<file path="src/rtl/mux_scan_ctrl.sv">
// ---------------------------------------------------------------------------
// mux_scan_ctrl
// Steps the select lines of a downstream 8:1 analog/digital mux across the
// enabled channels. For each channel it waits DWELL settle cycles, then
// captures the mux output into the matching bit of the sample register.
//
// Ports
//   clk          in   system clock, rising edge
//   rst          in   synchronous active-high reset
//   start        in   begin a scan (honoured only in IDLE)
//   abort        in   cancel the scan in progress
//   chan_mask    in   [7:0] channels to scan, bit i = channel i
//   mux_out      in   data output of the downstream mux
//   sel          out  [2:0] mux select
//   sample       out  [7:0] captured values, bit i = channel i
//   sample_valid out  sample holds a complete scan result
//   busy         out  scan in progress (SETTLE or CAPTURE)
//   done         out  one-cycle pulse at scan completion
// ---------------------------------------------------------------------------
//  state     | meaning
//  S_IDLE    | waiting for start, outputs hold last result
//  S_SETTLE  | mux select applied, counting DWELL settle cycles
//  S_CAPTURE | one cycle, mux output written into sample[sel]
//  S_DONE    | one cycle with done=1, then back to IDLE
// ---------------------------------------------------------------------------
module mux_scan_ctrl #(
    parameter int unsigned DWELL = 2
) (
    input  logic       clk,
    input  logic       rst,
    input  logic       start,
    input  logic       abort,
    input  logic [7:0] chan_mask,
    input  logic       mux_out,
    output logic [2:0] sel,
    output logic [7:0] sample,
    output logic       sample_valid,
    output logic       busy,
    output logic       done
);

    typedef enum logic [1:0] {
        S_IDLE    = 2'd0,
        S_SETTLE  = 2'd1,
        S_CAPTURE = 2'd2,
        S_DONE    = 2'd3
    } state_t;

    state_t     r_state;
    logic [3:0] r_cnt;
    logic [7:0] r_mask;
    logic [2:0] r_sel;
    logic [7:0] r_sample;
    logic       r_valid;
    logic       r_busy;
    logic       r_done;

    logic [3:0] w_first;   // {found, index} lowest set bit of chan_mask
    logic [3:0] w_next;    // {found, index} next set bit of r_mask above r_sel

    // Lowest set bit of m at index >= lo; bit 3 of the result flags a hit.
    // lo is 4 bits so that lo=8 (nothing above channel 7) finds nothing.
    function automatic logic [3:0] find_from(input logic [7:0] m, input logic [3:0] lo);
        logic [3:0] res;
        res = 4'b0000;
        for (int i = 7; i >= 0; i--) begin
            if (m[i] && (4'(i) >= lo))
                res = {1'b1, 3'(i)};
        end
        return res;
    endfunction

    always_comb begin
        w_first = find_from(chan_mask, 4'd0);
        w_next  = find_from(r_mask, {1'b0, r_sel} + 4'd1);
    end

    always_ff @(posedge clk) begin
        if (rst) begin
            r_state  <= S_IDLE;
            r_cnt    <= 4'd0;
            r_mask   <= 8'h00;
            r_sel    <= 3'b000;
            r_sample <= 8'h00;
            r_valid  <= 1'b0;
            r_busy   <= 1'b0;
            r_done   <= 1'b0;
        end else begin
            case (r_state)
                S_IDLE: begin
                    if (start) begin
                        r_sample <= 8'h00;
                        if (chan_mask != 8'h00) begin
                            r_mask  <= chan_mask;
                            r_sel   <= w_first[2:0];
                            r_cnt   <= 4'd0;
                            r_valid <= 1'b0;
                            r_busy  <= 1'b1;
                            r_state <= S_SETTLE;
                        end else begin
                            // Empty scan: result is trivially complete.
                            r_valid <= 1'b1;
                            r_done  <= 1'b1;
                            r_state <= S_DONE;
                        end
                    end
                end
                S_SETTLE: begin
                    if (abort) begin
                        r_valid <= 1'b0;
                        r_busy  <= 1'b0;
                        r_state <= S_IDLE;
                    end else begin
                        r_cnt <= r_cnt + 4'd1;
                        if (r_cnt == 4'(DWELL - 1))
                            r_state <= S_CAPTURE;
                    end
                end
                S_CAPTURE: begin
                    if (abort) begin
                        r_valid <= 1'b0;
                        r_busy  <= 1'b0;
                        r_state <= S_IDLE;
                    end else begin
                        r_sample[r_sel] <= mux_out;
                        if (w_next[3]) begin
                            r_sel   <= w_next[2:0];
                            r_cnt   <= 4'd0;
                            r_state <= S_SETTLE;
                        end else begin
                            r_valid <= 1'b1;
                            r_busy  <= 1'b0;
                            r_done  <= 1'b1;
                            r_state <= S_DONE;
                        end
                    end
                end
                S_DONE: begin
                    r_done  <= 1'b0;
                    r_state <= S_IDLE;
                end
                default: r_state <= S_IDLE;
            endcase
        end
    end

    assign sel          = r_sel;
    assign sample       = r_sample;
    assign sample_valid = r_valid;
    assign busy         = r_busy;
    assign done         = r_done;

endmodule

</file>
<file path="config.mk">
export PLATFORM = sky130hd
export DESIGN_NAME = mux_scan_ctrl
export DESIGN_NICKNAME = d
export VERILOG_FILES = /design/src/rtl/mux_scan_ctrl.sv
export SDC_FILE = /design/constraint.sdc
export NUM_CORES = 1
export LEC_CHECK = 0
export ABC_AREA = 1
export BUFFER_PORTS_ARGS = -buffer_cell sky130_fd_sc_hd__buf_4
export CORE_ASPECT_RATIO = 0.75
export CORE_MARGIN = 5
export CORE_UTILIZATION = 40
export DETAILED_ROUTE_END_ITERATION = 8
export SLEW_MARGIN = 5
export SYNTH_ARGS = -nofsm -noshare
export SYNTH_HDL_FRONTEND = slang
export SYNTH_SLANG_ARGS = --single-unit
export TNS_END_PERCENT = 1
</file>
<file path="constraint.sdc">
create_clock -name clk -period 4.75 [get_ports clk]
set_input_delay 0.475 -clock clk [delete_from_list [all_inputs] [get_ports clk]]
set_output_delay 0.475 -clock clk [all_outputs]
set_load 0.05 [all_outputs]
</file>
=== Yosys cells after proc, flatten, opt, wreduce, memory -nomap -nowiden ===
Cells that the tools add are included.

* Register bits after elaboration: 28
* Input port bits: 13
* Output and inout bits: 14
* Word-level logic and storage cells: 111

* Add/sub/neg operators: 2
* Magnitude comparators: 10
* Equality and inequality tests: 14
* Muxes and demuxes: 55
* Reductions and logical operators: 22

{| class="wikitable"
|+ Operator list
! cell !! number
|-
| two-way mux 4 bit || 13
|-
| two-way mux 3 bit || 12
|-
| greater-or-equal comparator 3 x 4 -> 1 bit (first input constant) || 4
|-
| two-way mux 8 bit || 2
|-
| inequality test 2 bit (second input constant) || 8
|-
| case mux 8 bit (2 select lines) || 1
|-
| AND reduction 5 bit || 3
|-
| two-way mux 1 bit || 13
|-
| two-way mux 2 bit || 6
|-
| case mux 4 bit (3 select lines) || 1
|-
| logical AND 1 bit || 9
|-
| case mux 1 bit (3 select lines) || 3
|-
| bitwise mux 8 bit || 1
|-
| greater-or-equal comparator 1 x 4 -> 1 bit (first input constant) || 2
|-
| greater-or-equal comparator 2 x 4 -> 1 bit (first input constant) || 2
|-
| case mux 2 bit (4 select lines) || 1
|-
| nonzero test 8 bit || 1
|-
| inequality test 3 bit (second input constant) || 2
|-
| case mux 3 bit (2 select lines) || 1
|-
| AND reduction 3 bit || 2
|-
| AND reduction 6 bit || 1
|-
| nonzero test 3 bit || 2
|-
| adder 3 x 1 -> 4 bit (second input constant) || 1
|-
| adder 4 x 1 -> 4 bit (second input constant) || 1
|-
| 10 further kinds || 11
|}

=== Longest topological paths before layout ===
Gate-level depths: netlist of the first run.

* Depth after elaboration: 14
* Gate-level depth with buffers: 14
* Gate-level depth less buffers: 14

=== Worst setup path after synthesis of the first run ===
No wires, ideal clock.

* Path type: reg2reg
* Start point: register r_sel[0], in the netlist sel[0]
* End point: register r_cnt[1]
* Setup time: 0.129 ns
* Arrival: 2.116 ns
* Data required time: 4.621 ns
* Path slack: 2.505 ns
* Stages on the path, launching flop included: 13
* Path buffers: 0
* Clock period less this slack: 2.245 ns
* Cells stage by stage: dfxtp_1 -> inv_1 -> ha_1 -> nand2_1 -> inv_1 -> nand3_1 -> nand2_2 -> nor2_4 -> nand3_4 -> nand2_4 -> nand2_1 -> o21ai_1 -> nor2_1

* Word-level cells in the longest chain between the ends: 13
* Elaborated cells between the ends (all ways): 27
* Classes of those cells: add/sub (1); order compare (8); eq/ne (1); mux (8); reduce/logical (9)

{| class="wikitable"
|+ Ends and longest elaborated chain
! element !! RTL line !! source
|-
| start, declared || 52 || <nowiki>logic [2:0] r_sel;</nowiki>
|-
| start signal, assigned || 95 || <nowiki>r_sel <= w_first[2:0];</nowiki>
|-
| start signal, assigned || 127 || <nowiki>r_sel <= w_next[2:0];</nowiki>
|-
| adder 3 x 1 -> 4 bit * || 75 || <nowiki>w_next = find_from(r_mask, {1'b0, r_sel} + 4'd1);</nowiki>
|-
| greater-or-equal comparator 3 x 4 -> 1 bit || 67 || <nowiki>if (m[i] && (4'(i) >= lo))</nowiki>
|-
| logical AND 1 bit || 67 ||
|-
| two-way mux 4 bit (7 in series) || 67 ||
|-
| two-way mux 4 bit * || 67 ||
|-
| inequality test 2 bit (no line) * || -- ||
|-
| AND reduction 6 bit (no line) * || -- ||
|-
| end signal, assigned || 114 || <nowiki>r_cnt <= r_cnt + 4'd1;</nowiki>
|-
| end, declared || 50 || <nowiki>logic [3:0] r_cnt;</nowiki>
|}

Every way passes the cells marked *; elsewhere a longest branch is shown, timed or not.
A chain may end at the register's enable or synchronous reset.

=== Final worst setup path of the first run ===
Ends and elaborated chain as after synthesis.

==> metrics.csv, run 1 <==
metric,value,unit
outcome,completed,
synth_common_cells,"51 x nand2_1, 41 x nor2_1, 33 x inv_1, 28 x dfxtp_1, 26 x a21oi_1",
yosysUniqueCellTypes,30,
holdBufCountCts,0,
numCtsBuffers,3,
clock_latency,0.28,ns
hold_viol_final,0,
holdPathStages,3,
leakagePower,1.03,nW
grt_pass1_vias,1591,
r2r_cells,11,
path_class,reg2reg,
ff2ff_setup_slack,2.61,ns
drc_errors,0,
synth-edff-count,0,
power.total,1.24,mW
grt.total_usage,0.149,
fin_ws,2.61,ns
via_per_inst,4.81,
grt_pass1_wl,7450,um
die_area,0.00616,mm^2
peakVddDrop,342,uV
diodes,0,
numPortBuffers,26,
synthTopCellsByArea,"dfxtp_1 30%, nand2_1 10%, nor2_1 8.2%",
ant_nets,0,
finalSetupTns,0,ns
area_growth,16.4,%
cts_resized,0,
core,0.00449,mm^2
cts.reportedPaths.clkPinSlew,0.10,ns
power_density,569,mW/mm^2
ys.warnings.count,0,
ys_seq_area_frac,0.300,
period_share,0.450,
slew_violations,0,
ys_async_sr_fraction,0,
period_needed,2.14,ns
arrival,2.32,ns
root_buffer,clkbuf_8,
ys_ff_latch,28,
max_freq,468,MHz
required,4.93,ns
grt_antenna_before_repair,0,
tightest_slew,0.644,ns
drive_gt1_frac,0.184,
postSynthCellCount,280,
hp-class,in2reg,
vias,1736,
drt-initial-drc-count,66,
start_util,0.416,
path_max_fanout,10,
start_kind,register,
worst_clock_skew,0.00409,ns
clockBufferDepth,2,
end_kind,register,
globalplace.congestion,0.794,
cts_num_sinks,28,
die_h,69.2,um
cts_tree,done,
finalSetupViolations,0,
nFillCells,475,
dr.pass1.iters,4,
max_slew_margin,0.569,
preCtsSetupSlack,2.65,ns
rsz0062_at_grt,no,
hold-worst-slack,0.443,ns
wl_per_cell,11.7,um
post_cts_buffers,0,
fin_nets,329,
synth_top_flop_cell,dfxtp_1,
synthDominantCellAreaShare,0.300,
yosysTopAreaCell,dfxtp_1,
grt_overflow_total,0,
synth_area_per_cell,6.68,um^2
yosysMostFrequentCell,nand2_1,
grt_max_degree,17,
syn_area,0.00187,mm^2
h-tree-depth,1,
fp-row-count,21,
die_w,89.0,um
ioPinCount,27,
wl,4230,um
hpwl,3360,um
max-cap-violations,0,
synth_nets,304,
## per-layer routing
metal | wire, um | vias to the layer above | share of wire | global-route usage
li1 | - | 949 | - | -
met1 | 2320 | 760 | 0.55 | 0.228
met2 | 1770 | 24 | 0.42 | 0.213
met3 | 125 | 3 | 0.030 | 0.0321
met4 | 12 | 0 | 0.0028 | 0.0298
met5 | 0 | - | 0 | 0
## placed cells by master (no fill, tap or decap), types with 3 or more instances in the layout
cell and count:
a21oi_2 3, nand2_2 6, inv_2 5, o21ai_1 3
nand2_1 51, a21oi_1 26, buf_4 26, nor2_1 41
nor3_1 10, clkbuf_8 3, o21ai_0 19, dfxtp_1 28
nand3_1 19, ha_1 11, inv_1 33, nand2_4 5
## sequential cells by signal, indices dropped and copies added, names as in the netlist
register	cells
busy	1
sample_valid	1
sel	3
r_state	2
done	1
r_mask	8
sample	8
r_cnt	4
## path summary, 6_finish.rpt
kind                startpoint   endpoint
setup / recovery        sel[0]   r_cnt[1]
hold / removal    chan_mask[7]  r_mask[7]
setup reg to reg        sel[0]   r_cnt[1]
hold reg to reg      sample[5]  sample[5]
## critical path: stages, from the launching register on
cell	delay [ns]
dfxtp_1	0.57
inv_1	0.19
ha_1	0.34
nand3b_1	0.20
nand2_2	0.12
nand2_4	0.07
nor2_8	0.12
nand3_4	0.13
nand2_4	0.12
nand2_1	0.05
o21ai_1	0.07
nor2_1	0.05
## area by class of cell
class / count / area, um^2 / share of cell area
multi-input cells: 208 / 1140 / 0.522
flip-flops and latches: 28 / 561 / 0.257
repair buffers: 26 / 195 / 0.0897
inverters: 38 / 143 / 0.0655
well taps: 57 / 71.3 / 0.0328
clock buffers: 3 / 41.3 / 0.0190
clock inverters: 1 / 30.0 / 0.0138
## kinds of logic after synthesis
kind of cell             synth area share
XOR/XNOR                          0.00937
buffers and inverters              0.0930
AND/OR/NAND/NOR                     0.367
flip-flops                          0.300
adder cells (fa/ha/maj)            0.0736
AO/OA/AOI/OAI                       0.157
## per-stage QoR
step,cell area (um^2),instances,utilization
CTS,2180,361,0.485
global placement,2110,357,0.469
finish,2180,361,0.485
detailed placement,2110,357,0.469
floorplan,1870,280,-
global route,2180,361,0.485
## power breakdown
| group | total (mW) | switching, mW | leakage [nW] | internal (mW) |
|---|---|---|---|---|
| clock network | 0.192 | 0.0788 | 0.0357 | 0.113 |
| logic | 0.687 | 0.459 | 0.766 | 0.229 |
| registers | 0.359 | 0.0693 | 0.229 | 0.289 |
| total | 1.24 | 0.607 | 1.03 | 0.631 |
Power figures use the tool's default switching activity.
==> run 2, diff against run 1 <==
- clock period: 4.75 -> 1.88 ns (I/O delays scaled with it)
==> metrics.csv, run 2 (synthesized netlist as in run 1, its figures left out) <==
metric,value,unit,change
grt_overflow_total,0,,unchanged
period_needed,1.80,ns,was 2.14 ns
slew_violations,0,,unchanged
grt_pass1_vias,1626,,was 1591
r2r_cells,10,,was 11
rr_startpoint,sel[1],,was sel[0]
holdPathStages,3,,unchanged
hp-class,in2reg,,unchanged
clockBufferDepth,2,,unchanged
required,2.06,ns,was 4.93 ns
period_share,0.955,,was 0.450
cp_slowest_cell,dfxtp_4,,was dfxtp_1
ff2ff_setup_slack,0.08,ns,was 2.61 ns
via_per_inst,4.85,,was 4.81
die_h,69.2,um,unchanged
post_dp_cell_area,0.00216,mm^2,was 0.00211 mm^2
area_growth,20.7,%,was 16.4%
path_max_fanout,11,,was 10
p_sw_frac,0.483,,was 0.490
grt_pass1_wl,7470,um,was 7450 um
worst_clock_skew,0.00776,ns,was 0.00409 ns
core,0.00449,mm^2,unchanged
start_kind,register,,unchanged
hpwl,3340,um,was 3360 um
leakagePower,1.06,nW,was 1.03 nW
cp_common_cell,o21ai_1,,was nand2_4
path_cells,"inv_1, ha_1, o21ai_1, a21oi_2, nor2_4, nand3_4, nand2_4, nand2_1, o21ai_1, nor2_1",,"was inv_1, ha_1, nand3b_1, nand2_2, nand2_4, nor2_8, nand3_4, nand2_4, nand2_1, o21ai_1, nor2_1"
crit_buf_inv,1,,unchanged
wl_per_cell,11.8,um,was 11.7 um
nFillCells,486,,was 475
hp-start,chan_mask[0],,was chan_mask[7]
cts_num_sinks,28,,unchanged
hold-worst-slack,0.149,ns,was 0.443 ns
power.total,3.28,mW,was 1.24 mW
die_area,0.00616,mm^2,unchanged
max_freq,557,MHz,was 468 MHz
p_int,1.70,mW,was 0.631 mW
path_class,reg2reg,,unchanged
clockPowerShare,0.149,,was 0.155
postLayoutCellArea,0.00226,mm^2,was 0.00218 mm^2
finalSetupViolations,0,,unchanged
ant_nets,0,,unchanged
max-cap-violations,0,,unchanged
holdBufCountCts,0,,unchanged
numCtsBuffers,3,,unchanged
grt_max_degree,17,,unchanged
switchingPower,1.59,mW,was 0.607 mW
preCtsSetupSlack,0.0324,ns,was 2.65 ns
rr_endpoint,r_cnt[1],,unchanged
post_cts_buffers,0,,unchanged
arrival,1.98,ns,was 2.32 ns
postLayoutCoreUtil,0.502,,was 0.485
max_slew_margin,0.691,,was 0.569
p_seq_frac,0.282,,was 0.290
dr.pass1.iters,4,,unchanged
pwr-share-comb,0.569,,was 0.555
grt.total_usage,0.148,,was 0.149
fin_nets,335,,was 329
cpLargestDelayFamily,simple AND/OR/NAND/NOR gates,,unchanged
end_kind,register,,unchanged
fin_ws,0.0843,ns,was 2.61 ns
diodes,0,,unchanged
h-tree-depth,1,,unchanged
startpoint,sel[1],,was sel[0]
cts_tree,done,,unchanged
cpPeakStageDelay,0.45,ns,was 0.57 ns
hold_end,r_mask[0],,was r_mask[7]
start_util,0.416,,unchanged
clock_latency,0.28,ns,about the same
numPortBuffers,26,,unchanged
cts.reportedPaths.clkPinSlew,0.10,ns,about the same
power_density,1450,mW/mm^2,was 569 mW/mm^2
fp-row-count,21,,unchanged
root_buffer,clkbuf_8,,unchanged
mostFrequentLayoutCell,nand2_1,,unchanged
globalplace.congestion,0.808,,was 0.794
die_w,89.0,um,unchanged
drc_errors,0,,unchanged
drt-initial-drc-count,99,,was 66
hold_viol_final,0,,unchanged
tightest_slew,0.463,ns,was 0.644 ns
outcome,completed,,unchanged
grt_antenna_before_repair,0,,unchanged
rsz0062_at_grt,yes,,was no
peakVddDrop,849,uV,was 342 uV
final_cell_mix,"51 x nand2_1, 37 x nor2_1, 32 x inv_1, 32 x buf_4",,"was 51 x nand2_1, 41 x nor2_1, 33 x inv_1"
drive_gt1_frac,0.229,,was 0.184
vias,1781,,was 1736
ioPinCount,27,,unchanged
wl,4320,um,was 4230 um
run 2: stage by stage:
stage	setup TNS, ns	instances
after floorplan	0	280
after global placement	0	363
after detailed placement	0	363
after CTS	0	367
after global routing	-0.330	367
final	0	367
run 2: worst register-to-register path, stage by stage (launching register included):
cell     delay (ns)
dfxtp_4        0.45
inv_1          0.11
ha_1           0.21
o21ai_1        0.24
a21oi_2        0.12
nor2_4         0.15
nand3_4        0.14
nand2_4        0.11
nand2_1        0.05
o21ai_1        0.07
nor2_1         0.05
run 2: routing by layer:
layer / wire length (um) / share of wire / global-route usage / vias to the layer above
li1: - / - / - / 960
met1: 2290 / 0.53 / 0.230 / 801
met2: 1830 / 0.42 / 0.208 / 16
met3: 152 / 0.035 / 0.0309 / 4
met4: 36 / 0.0083 / 0.0298 / 0
met5: 0 / 0 / 0 / -
run 2: final cells by class:
cell class                 instances  area [um^2]  share of cell area
multi-input combinational        208         1160               0.516
sequential                        28          568               0.252
timing repair buffer              32          240               0.106
inverter                          38          143              0.0632
tap                               57         71.3              0.0316
clock buffer                       3         41.3              0.0183
clock inverter                     1         30.0              0.0133
run 2: worst max-delay path by stage:
stage / to / slack (ns) / cells after the start
after floorplan: r_cnt[1] / 0.01 / 12
after global placement: sel[0] / 0.07 / 11
after detailed placement: r_mask[3] / 0.03 / 7
after CTS: r_mask[3] / 0.02 / 7
after global routing: sel[0] / -0.09 / 8
final: r_cnt[1] / 0.08 / 10
run 2: timing repair:
item	in CTS	in global routing
hold endpoints to repair	0	0
setup endpoints to repair	0	25
resized for setup	0	7
run 2: power groups by stage:
stage                     Sequential [mW]  Clock (mW)  Combinational [mW]
final                               0.924       0.490                1.87
after global placement              0.932           0                1.82
after floorplan                      1.08           0                1.24
after CTS                           0.918       0.514                1.83
after global routing                0.956       0.530                2.09
after detailed placement            0.933           0                1.83
